===== src/rtl/window_controller.sv =====
// Sliding-window controller: paces pixel acceptance into a line-buffer chain and
// flags the cycles where the kernel taps hold a complete, stride-aligned window.
module window_controller #(
    parameter int KERNEL_SIZE = 3,
    parameter int ROW_SIZE    = 5,
    parameter int IMG_ROWS    = 5,
    parameter int STRIDE      = 1
) (
    input  logic                          clock,
    input  logic                          sreset_n,
    input  logic                          start,
    input  logic                          pixel_valid,
    output logic                          in_ready,
    output logic                          buffer_shift,
    output logic                          window_valid,
    output logic                          frame_done,
    output logic                          busy,
    output logic [$clog2(ROW_SIZE)-1:0]   col_idx,
    output logic [$clog2(IMG_ROWS)-1:0]   row_idx,
    output logic [1:0]                    state_dbg
);

    localparam int CW = $clog2(ROW_SIZE);
    localparam int RW = $clog2(IMG_ROWS);
    localparam int PW = (STRIDE > 1) ? $clog2(STRIDE) : 1;

    localparam logic [CW-1:0] COL_LAST = CW'(ROW_SIZE - 1);
    localparam logic [RW-1:0] ROW_LAST = RW'(IMG_ROWS - 1);
    localparam logic [CW-1:0] COL_K1   = CW'(KERNEL_SIZE - 1);
    localparam logic [RW-1:0] ROW_K1   = RW'(KERNEL_SIZE - 1);
    localparam logic [PW-1:0] PH_LAST  = PW'(STRIDE - 1);

    typedef enum logic [1:0] {
        S_IDLE = 2'd0,
        S_RUN  = 2'd1,
        S_DONE = 2'd2
    } state_e;

    state_e          state_q, state_d;
    logic [CW-1:0]   col_q, col_d;
    logic [RW-1:0]   row_q, row_d;
    logic [PW-1:0]   cph_q, cph_d;
    logic [PW-1:0]   rph_q, rph_d;
    logic            win_q, win_d;
    logic            accept;

    // Handshake: a pixel moves only when pixel_valid and in_ready are both high
    // in the same cycle; in_ready depends on state only, never on pixel_valid.
    assign accept       = pixel_valid && (state_q == S_RUN);
    assign in_ready     = (state_q == S_RUN);
    assign buffer_shift = accept;
    assign busy         = (state_q != S_IDLE);
    assign frame_done   = (state_q == S_DONE);
    assign window_valid = win_q;
    assign col_idx      = col_q;
    assign row_idx      = row_q;
    assign state_dbg    = state_q;

    always_ff @(posedge clock or negedge sreset_n) begin
        if (!sreset_n) begin
            state_q <= S_IDLE;
            col_q   <= '0;
            row_q   <= '0;
            cph_q   <= '0;
            rph_q   <= '0;
            win_q   <= 1'b0;
        end else begin
            state_q <= state_d;
            col_q   <= col_d;
            row_q   <= row_d;
            cph_q   <= cph_d;
            rph_q   <= rph_d;
            win_q   <= win_d;
        end
    end

    always_comb begin
        state_d = state_q;
        col_d   = col_q;
        row_d   = row_q;
        cph_d   = cph_q;
        rph_d   = rph_q;
        win_d   = 1'b0;
        case (state_q)
            S_IDLE: begin
                if (start) begin
                    state_d = S_RUN;
                    col_d   = '0;
                    row_d   = '0;
                    cph_d   = '0;
                    rph_d   = '0;
                end
            end
            S_RUN: begin
                if (accept) begin
                    // Phase counters hold (c-(K-1)) mod STRIDE and (r-(K-1)) mod STRIDE.
                    win_d = (row_q >= ROW_K1) && (col_q >= COL_K1) &&
                            (rph_q == '0) && (cph_q == '0);
                    if (col_q == COL_LAST) begin
                        col_d = '0;
                        cph_d = '0;
                        if (row_q == ROW_LAST) begin
                            row_d   = '0;
                            rph_d   = '0;
                            state_d = S_DONE;
                        end else begin
                            row_d = row_q + 1'b1;
                            if (row_q >= ROW_K1) begin
                                rph_d = (rph_q == PH_LAST) ? '0 : rph_q + 1'b1;
                            end
                        end
                    end else begin
                        col_d = col_q + 1'b1;
                        if (col_q >= COL_K1) begin
                            cph_d = (cph_q == PH_LAST) ? '0 : cph_q + 1'b1;
                        end
                    end
                end
            end
            S_DONE: begin
                state_d = S_IDLE;
            end
            default: begin
                state_d = S_IDLE;
            end
        endcase
    end

endmodule


===== config.mk =====
export PLATFORM = sky130hd
export DESIGN_NAME = window_controller
export DESIGN_NICKNAME = d
export VERILOG_FILES = /design/src/rtl/window_controller.sv
export SDC_FILE = /design/constraint.sdc
export NUM_CORES = 1
export LEC_CHECK = 0
export CORE_AREA = 2 2 39 41
export CTS_CLUSTER_DIAMETER = 60
export DETAILED_ROUTE_END_ITERATION = 6
export DIE_AREA = 0 0 41 43
export DONT_BUFFER_PORTS = 1
export SLEW_MARGIN = 20
export SYNTH_ARGS = -nofsm -noshare
export SYNTH_HDL_FRONTEND = slang
export SYNTH_SLANG_ARGS = --single-unit

===== constraint.sdc =====
create_clock -name clock -period 1.5 [get_ports clock]
set_input_delay 0.3 -clock clock [delete_from_list [all_inputs] [get_ports clock]]
set_output_delay 0.3 -clock clock [all_outputs]
set_load 0.05 [all_outputs]

==> reports/results.ini, run 1 <==
[placement]
port-buffer-count = 0
postPlaceCellArea_um2 = 709
dp_hpwl_um = 925
place.gp.congestion = 0.729

[clock_tree]
numCtsBuffers = 3
cts_max_level = 1
cts_root_buffer = clkbuf_4
cts.clk_slew.worst_paths_ns = 0.07
cts_tree = done
cts.sinks = 9
clkLatencyLatePin_ns = 0.28
cts_buffer_depth = 2

[logic_synthesis]
yosys-top-cells-area = dfrtp_1 42%, ha_1 12%, mux2i_1 7.4%
yosysTopAreaCell = dfrtp_1
ys_ff_latch = 9
async_flop_share_pct = 100
ys_seq_area_share_pct = 41.9
synth-edff-count = 0
synth_top_flop_cell = dfrtp_1
synth_top_area_share_pct = 41.9
syn_area_um2 = 538
post_synth.cell_area_avg_um2 = 9.96
syn_nets = 63
synth.top_cells.by_count = 9 x dfrtp_1, 7 x inv_1, 5 x ha_1, 4 x mux2i_1
yosysWarningCount = 0
postSynthCellCount = 54
synth_most_common_cell = dfrtp_1
ys_types = 23

[grt]
grt-ovfl-total = 0
grt_pass1_wl_um = 1880
grt_pass1_vias = 444
grt_max_degree = 10
grt.total_usage_pct = 16.6
grt_antenna_before_repair = 0

[critical_path]
max_stage_delay_ns = 0.45
path_class = flip-flop to primary output
worstPathMaxFanout = 7
crit_chain = and3b_2 -> buf_12
arrival_ns = 1.18
required_ns = 1.20
r2r_cells = 4
cp-end-kind = primary output
r2r-end = col_idx[2]$_DFFE_PN0P_
cp-start-kind = flip-flop
crit_path_end = buffer_shift
crit_path_start = state_dbg[1]$_DFFE_PN0P_
r2r_start = state_dbg[0]$_DFFE_PN0P_
slowest_stage = dfrtp_2
reg2reg_slack_ns = 0.09

[routing]
wl_met1_um = 541
dr_total_vias = 482
wl_per_cell_um = 13.8
drtPass1Iterations = 4
drt_iter0_markers = 3
top_layer = met4
wirelength_um = 1230
routed-wl-met2_um = 571
drc = 0
vias_per_cell = 5.42
ant_nets = 0
dr_wl_met3_um = 66

[cells_and_area]
n_antenna_cell = 0
synthToLayoutAreaGrowth_pct = 43.7
drive_above_1_share_pct = 38.4
stdcell_area_um2 = 773
fin_nets = 83

[timing]
worstMarginPinSlew_ns = 0.444
fin_crit_ns = 1.48
drv_slew = 0
rsz0062_at_grt = yes
fmax_mhz = 676
whs_ns = 0.172
finalSetupViolCount = 0
hold_viol = 0
maxSlewHeadroom_pct = 70.4
period_share_pct = 98.6
fin_skew_ns = 0.0130

[die]
rows = 14
start_util_pct = 38.9
ios = 17
core_mm2 = 0.00138
dieArea_mm2 = 0.00176
die_height_um = 43
fp.dieW_um = 41

[outcome]
status = finished, final reports clean

[worst_hold_path]
hp-class = input pin to flip-flop

[run]
drv_cap = 0

flip-flops by register name, indices dropped and copies added (netlist names):
register      flops
col_idx           3
row_idx           3
window_valid      1
state_dbg         2
worst min path at each step:
stage                  start  cells after the start  slack [ns]                       end
finish                 start                      2        0.17  state_dbg[0]$_DFFE_PN0P_
global placement    sreset_n                      0       0.005  state_dbg[0]$_DFFE_PN0P_
CTS                    start                      2        0.17  state_dbg[0]$_DFFE_PN0P_
global route           start                      2        0.19  state_dbg[0]$_DFFE_PN0P_
detailed placement  sreset_n                      0       0.005  state_dbg[0]$_DFFE_PN0P_
floorplan           sreset_n                      0       0.004    col_idx[0]$_DFFE_PN0P_
cell type report:
class | count | area, um^2
multi-input cells | 37 | 294
clock buffers | 4 | 26.3
well taps | 16 | 20.0
flip-flops and latches | 9 | 230
repair buffers | 16 | 176
inverters | 7 | 26.3
fillers | 117 | 611
cell usage in the layout (no fill, tap or decap), drive strengths merged, types with 2 or more instances in the layout:
master	netlist	routed
nor3	2	2
dfrtp	9	9
nor2b	2	2
clkbuf	0	4
ha	5	5
nand3	3	3
nand4	3	3
nor2	2	2
nand2	3	3
mux2i	4	4
buf	1	15
inv	7	7
and2	2	2
a21oi	2	2
kinds of logic (layout without fill, tap and decap cells):
kind of cell / count (synthesis) / count (layout) / synth area share [%]
compound gates: 6 / 6 / 8.14
fa+ha+maj: 5 / 5 / 11.6
buf+inv: 8 / 27 / 5.81
flops: 9 / 9 / 41.9
mux: 5 / 5 / 10.2
simple gates: 21 / 21 / 22.3
worst max-delay path, delay by kind of cell, from the launching register on:
kind	cells	cell delay, ns
and+or+nand+nor	1	0.31
buffers and inverters	1	0.14
DFF	1	0.45
through the flow:
stage | cells | setup TNS (ns) | worst slack (ns) | utilization [%]
after floorplan | 54 | 0 | 0.0229 | -
after global placement | 82 | 0 | 0.147 | 51.3
after detailed placement | 82 | 0 | 0.105 | 51.3
after CTS | 88 | 0 | 0.0109 | 54.7
after global routing | 89 | -0.0177 | -0.0177 | 55.9
final | 89 | 0 | 0.0212 | 55.9
repair_timing:
action                     in CTS  in global routing
gates resized for setup         1                  2
hold endpoints to repair        9                  0
setup endpoints to repair       1                  3
cloned                          0                  0
hold buffers                    1                  0
buffers inserted                1                  1
metal layers:
layer / global-route usage [%] / vias up
met4: 14.0 / 0
li1: - / 230
met1: 19.2 / 234
met5: 0 / -
met2: 23.4 / 13
met3: 5.24 / 5
Power of run 1 is left out: the tool's default activity adds up to more than one toggle a clock period on the data nets, which glitch-free logic cannot reach.
==> run 2, diff against run 1 <==
--- a/config.mk
+++ b/config.mk
@@ -5,11 +5,12 @@
 export SDC_FILE = /design/constraint.sdc
 export NUM_CORES = 1
 export LEC_CHECK = 0
-export CORE_AREA = 2 2 39 41
+export CORE_MARGIN = 2
+export CORE_UTILIZATION = 30
 export CTS_CLUSTER_DIAMETER = 60
 export DETAILED_ROUTE_END_ITERATION = 6
-export DIE_AREA = 0 0 41 43
 export DONT_BUFFER_PORTS = 1
+export MAX_ROUTING_LAYER = met4
 export SLEW_MARGIN = 20
 export SYNTH_ARGS = -nofsm -noshare
 export SYNTH_HDL_FRONTEND = slang
==> reports/results.ini, run 2 (same netlist as run 1, synthesis figures left out) <==
[die]
die_height_um = 46.4
ios = 17
rows = 15
core_mm2 = 0.00171
dieArea_mm2 = 0.00215
start_util_pct = 31.5
fp.dieW_um = 46.4

[outcome]
status = finished, final reports clean

[critical_path]
crit_chain = nor2b_1 -> buf_4 -> buf_12
required_ns = 1.20
worstPathMaxFanout = 7
cp-start-kind = flip-flop
slowest_stage = dfrtp_2
reg2reg_slack_ns = 0.09
arrival_ns = 1.17
path_class = flip-flop to primary output
max_stage_delay_ns = 0.45
cp-end-kind = primary output

[timing]
setup_tns_ns = 0
fin_skew_ns = 0.00727
maxSlewHeadroom_pct = 70.3
hold_viol = 0
finalSetupViolCount = 0
fmax_mhz = 681
drv_slew = 0
period_share_pct = 97.9
worstMarginPinSlew_ns = 0.445
rsz0062_at_grt = no
fin_crit_ns = 1.47

[routing]
drc = 0
dr_total_vias = 478
drt_iter0_markers = 10
drtPass1Iterations = 4
wirelength_um = 1230
ant_nets = 0
vias_per_cell = 4.88
wl_per_cell_um = 12.5

[clock_tree]
cts.clk_slew.worst_paths_ns = 0.07
cts_tree = done
cts.sinks = 9
numCtsBuffers = 3
cts_max_level = 1
cts_root_buffer = clkbuf_4
clkLatencyLatePin_ns = 0.26
cts_buffer_depth = 2

[cells_and_area]
nFillCells = 174
n_antenna_cell = 0
final_cell_mix = 10 x buf_4, 6 x inv_1, 5 x ha_1, 5 x dfrtp_1
mostFrequentLayoutCell = buf_4
synthToLayoutAreaGrowth_pct = 45.8
drive_above_1_share_pct = 38.4
fin_nets = 83
final_util_pct = 45.9

[worst_hold_path]
hp-class = input pin to flip-flop

[grt]
grt-ovfl-total = 0
grt_pass1_vias = 478
grt.total_usage_pct = 14.3
grt_max_degree = 10
grt_antenna_before_repair = 0
grt_pass1_wl_um = 2080

[run]
drv_cap = 0

[placement]
dp_hpwl_um = 913
place.gp.congestion = 0.750
port-buffer-count = 0

## run 2: cell counts in the layout (fill, tap and decap cells not counted)
Identical to the previous run, type by type.
## run 2: worst max-delay path, delay by kind of cell, from the launching register on
family | cells | cell delay (ns)
buf+inv | 2 | 0.31
flops | 1 | 0.45
simple gates | 1 | 0.14
## run 2: path summary, 6_finish.rpt
path,from,end,cells after the start
min in group asynchronous,sreset_n,col_idx[2]$_DFFE_PN0P_,1
hold / removal,start,state_dbg[0]$_DFFE_PN0P_,2
setup / recovery,state_dbg[0]$_DFFE_PN0P_,in_ready,3
setup reg to reg,state_dbg[0]$_DFFE_PN0P_,col_idx[2]$_DFFE_PN0P_,4
max in group asynchronous,sreset_n,col_idx[0]$_DFFE_PN0P_,1
hold reg to reg,state_dbg[1]$_DFFE_PN0P_,state_dbg[0]$_DFFE_PN0P_,1
## run 2: timing repair
action                                  CTS  global route
hold buffers                              1             0
endpoints found under the setup margin    1             2
setup buffers                             2             0
hold endpoints to repair                  9             0
resized for setup                         1             2
## run 2: area by class of cell
| type | count | area, um^2 | area share [%] |
|---|---|---|---|
| well taps | 25 | 31.3 | 3.99 |
| clock buffers | 4 | 26.3 | 3.35 |
| multi-input cells | 37 | 294 | 37.5 |
| inverters | 7 | 26.3 | 3.35 |
| repair buffers | 16 | 176 | 22.5 |
| flip-flops and latches | 9 | 230 | 29.3 |
## run 2: layer usage
metal / part of all wire (%) / up-vias / global-route usage, %
met5: 0 / - / -
met4: 0.65 / 0 / 6.86
met3: 4.3 / 2 / 3.53
met2: 48 / 13 / 21.9
met1: 47 / 230 / 17.4
li1: - / 233 / -
## run 2: metrics by stage
| step | hold WS [ns] | std cells | worst slack (ns) | instance area (um^2) |
|---|---|---|---|---|
| 5_1_grt | 0.218 | 98 | 0.000786 | 785 |
| 2_1_floorplan | 0.00441 | 54 | 0.0229 | 547 |
| 4_1_cts | 0.187 | 98 | 0.0198 | 776 |
| 3_5_place_dp | 0.00463 | 91 | 0.102 | 721 |
| 6_report | 0.195 | 98 | 0.0310 | 785 |
| 3_3_place_gp | 0.00467 | 91 | 0.137 | 721 |
Power of run 2 is left out for the same reason.
==> run 3, diff against run 2 <==
--- a/config.mk
+++ b/config.mk
@@ -10,6 +10,7 @@
 export CTS_CLUSTER_DIAMETER = 60
 export DETAILED_ROUTE_END_ITERATION = 6
 export DONT_BUFFER_PORTS = 1
+export GPL_TIMING_DRIVEN = 0
 export MAX_ROUTING_LAYER = met4
 export SLEW_MARGIN = 20
 export SYNTH_ARGS = -nofsm -noshare
==> reports/results.ini, run 3 (same netlist as run 1, synthesis figures left out) <==
[clock_tree]
cts.clk_slew.worst_paths_ns = 0.07
clkLatencyLatePin_ns = 0.26
cts_tree = done
numCtsBuffers = 3
cts_buffer_depth = 2
cts.sinks = 9
cts_max_level = 1
cts_root_buffer = clkbuf_4

[critical_path]
required_ns = 1.20
worstPathMaxFanout = 7
max_stage_delay_ns = 0.59
path_buf_inv = 0
cp-end-kind = primary output
cp-start-kind = flip-flop
critical_path_depth = 1
critPathTopFamily = flip-flops
path_class = flip-flop to primary output
slowest_stage = dfrtp_4
arrival_ns = 1.32
r2r_cells = 5
crit_chain = and3b_4

[timing]
setup_ws_ns = -0.125
worstMarginPinSlew_ns = 0.534
drv_slew = 0
finalSetupViolCount = 3
fin_skew_ns = 0.0112
whs_ns = 0.182
rsz0062_at_grt = yes
fin_crit_ns = 1.62
fmax_mhz = 616
maxSlewHeadroom_pct = 64.4
hold_viol = 0
period_share_pct = 108

[worst_hold_path]
min_path_cells = 2
hp-class = input pin to flip-flop

[grt]
grt.total_usage_pct = 14.0
grt-ovfl-total = 0
grt_antenna_before_repair = 0
grt_max_degree = 10
grt_pass1_vias = 443
grt_pass1_wl_um = 1950

[cells_and_area]
final_cell_mix = 5 x dfrtp_2, 5 x buf_4, 4 x inv_2, 4 x mux2i_1, 4 x ha_1
synthToLayoutAreaGrowth_pct = 32.6
n_antenna_cell = 0
fin_nets = 74
drive_above_1_share_pct = 46.9

[run]
drv_cap = 0

[routing]
drtPass1Iterations = 4
vias_per_cell = 4.93
drt_iter0_markers = 4
dr_total_vias = 439
drc = 0
wl_per_cell_um = 14.5
ant_nets = 0
wirelength_um = 1290

[die]
ios = 17
rows = 15
dieArea_mm2 = 0.00215
fp.dieW_um = 46.4
start_util_pct = 31.5
core_mm2 = 0.00171
die_height_um = 46.4

[placement]
place.gp.congestion = 0.751
port-buffer-count = 0
dp_hpwl_um = 839

[outcome]
status = complete, but fails checks
violations = setup timing

[run 3: what timing repair did]
| action | in CTS | in global routing |
|---|---|---|
| buffers inserted | 2 | 3 |
| endpoints found under the hold margin | 9 | 0 |
| setup endpoints to repair | 8 | 7 |
| hold buffers | 1 | 0 |
| pin swaps | 3 | 7 |
| resized for setup | 14 | 7 |
[run 3: final timing paths]
kind	slack, ns	end	start
worst min register to register	0.68	state_dbg[0]$_DFFE_PN0P_	state_dbg[1]$_DFFE_PN0P_
max in group asynchronous	0.77	col_idx[1]$_DFFE_PN0P_	sreset_n
worst max-delay path	-0.12	buffer_shift	state_dbg[1]$_DFFE_PN0P_
worst max register to register	0.01	state_dbg[1]$_DFFE_PN0P_	col_idx[1]$_DFFE_PN0P_
worst min-delay path	0.18	state_dbg[0]$_DFFE_PN0P_	start
min in group asynchronous	0.40	col_idx[2]$_DFFE_PN0P_	sreset_n
[run 3: cell type report]
| type | instances | area, um^2 |
|---|---|---|
| sequential | 9 | 239 |
| multi-input combinational | 37 | 332 |
| inverter | 7 | 26.3 |
| buffer | 1 | 11.3 |
| tap | 25 | 31.3 |
| fill | 168 | 995 |
| timing repair buffer | 6 | 47.5 |
| clock buffer | 4 | 26.3 |
[run 3: stage by stage]
step | util [%] | setup WS (ns) | setup TNS (ns) | std cells | area (um^2)
after floorplan | - | 0.0229 | 0 | 54 | 547
after global routing | 41.8 | -0.148 | -0.514 | 89 | 713
final | 41.8 | -0.125 | -0.240 | 89 | 713
after global placement | 33.8 | -0.101 | -0.292 | 79 | 578
after CTS | 39.0 | -0.109 | -0.294 | 86 | 666
after detailed placement | 33.8 | -0.118 | -0.374 | 79 | 578
[run 3: per-layer routing]
layer / part of all wire, % / global-route usage [%] / vias to the layer above
met5: 0 / - / -
met4: 1.5 / 8.57 / 0
met3: 4.6 / 5.88 / 4
met2: 54 / 23.6 / 13
met1: 40 / 12.9 / 212
li1: - / - / 210
Power of run 3 is left out for the same reason.
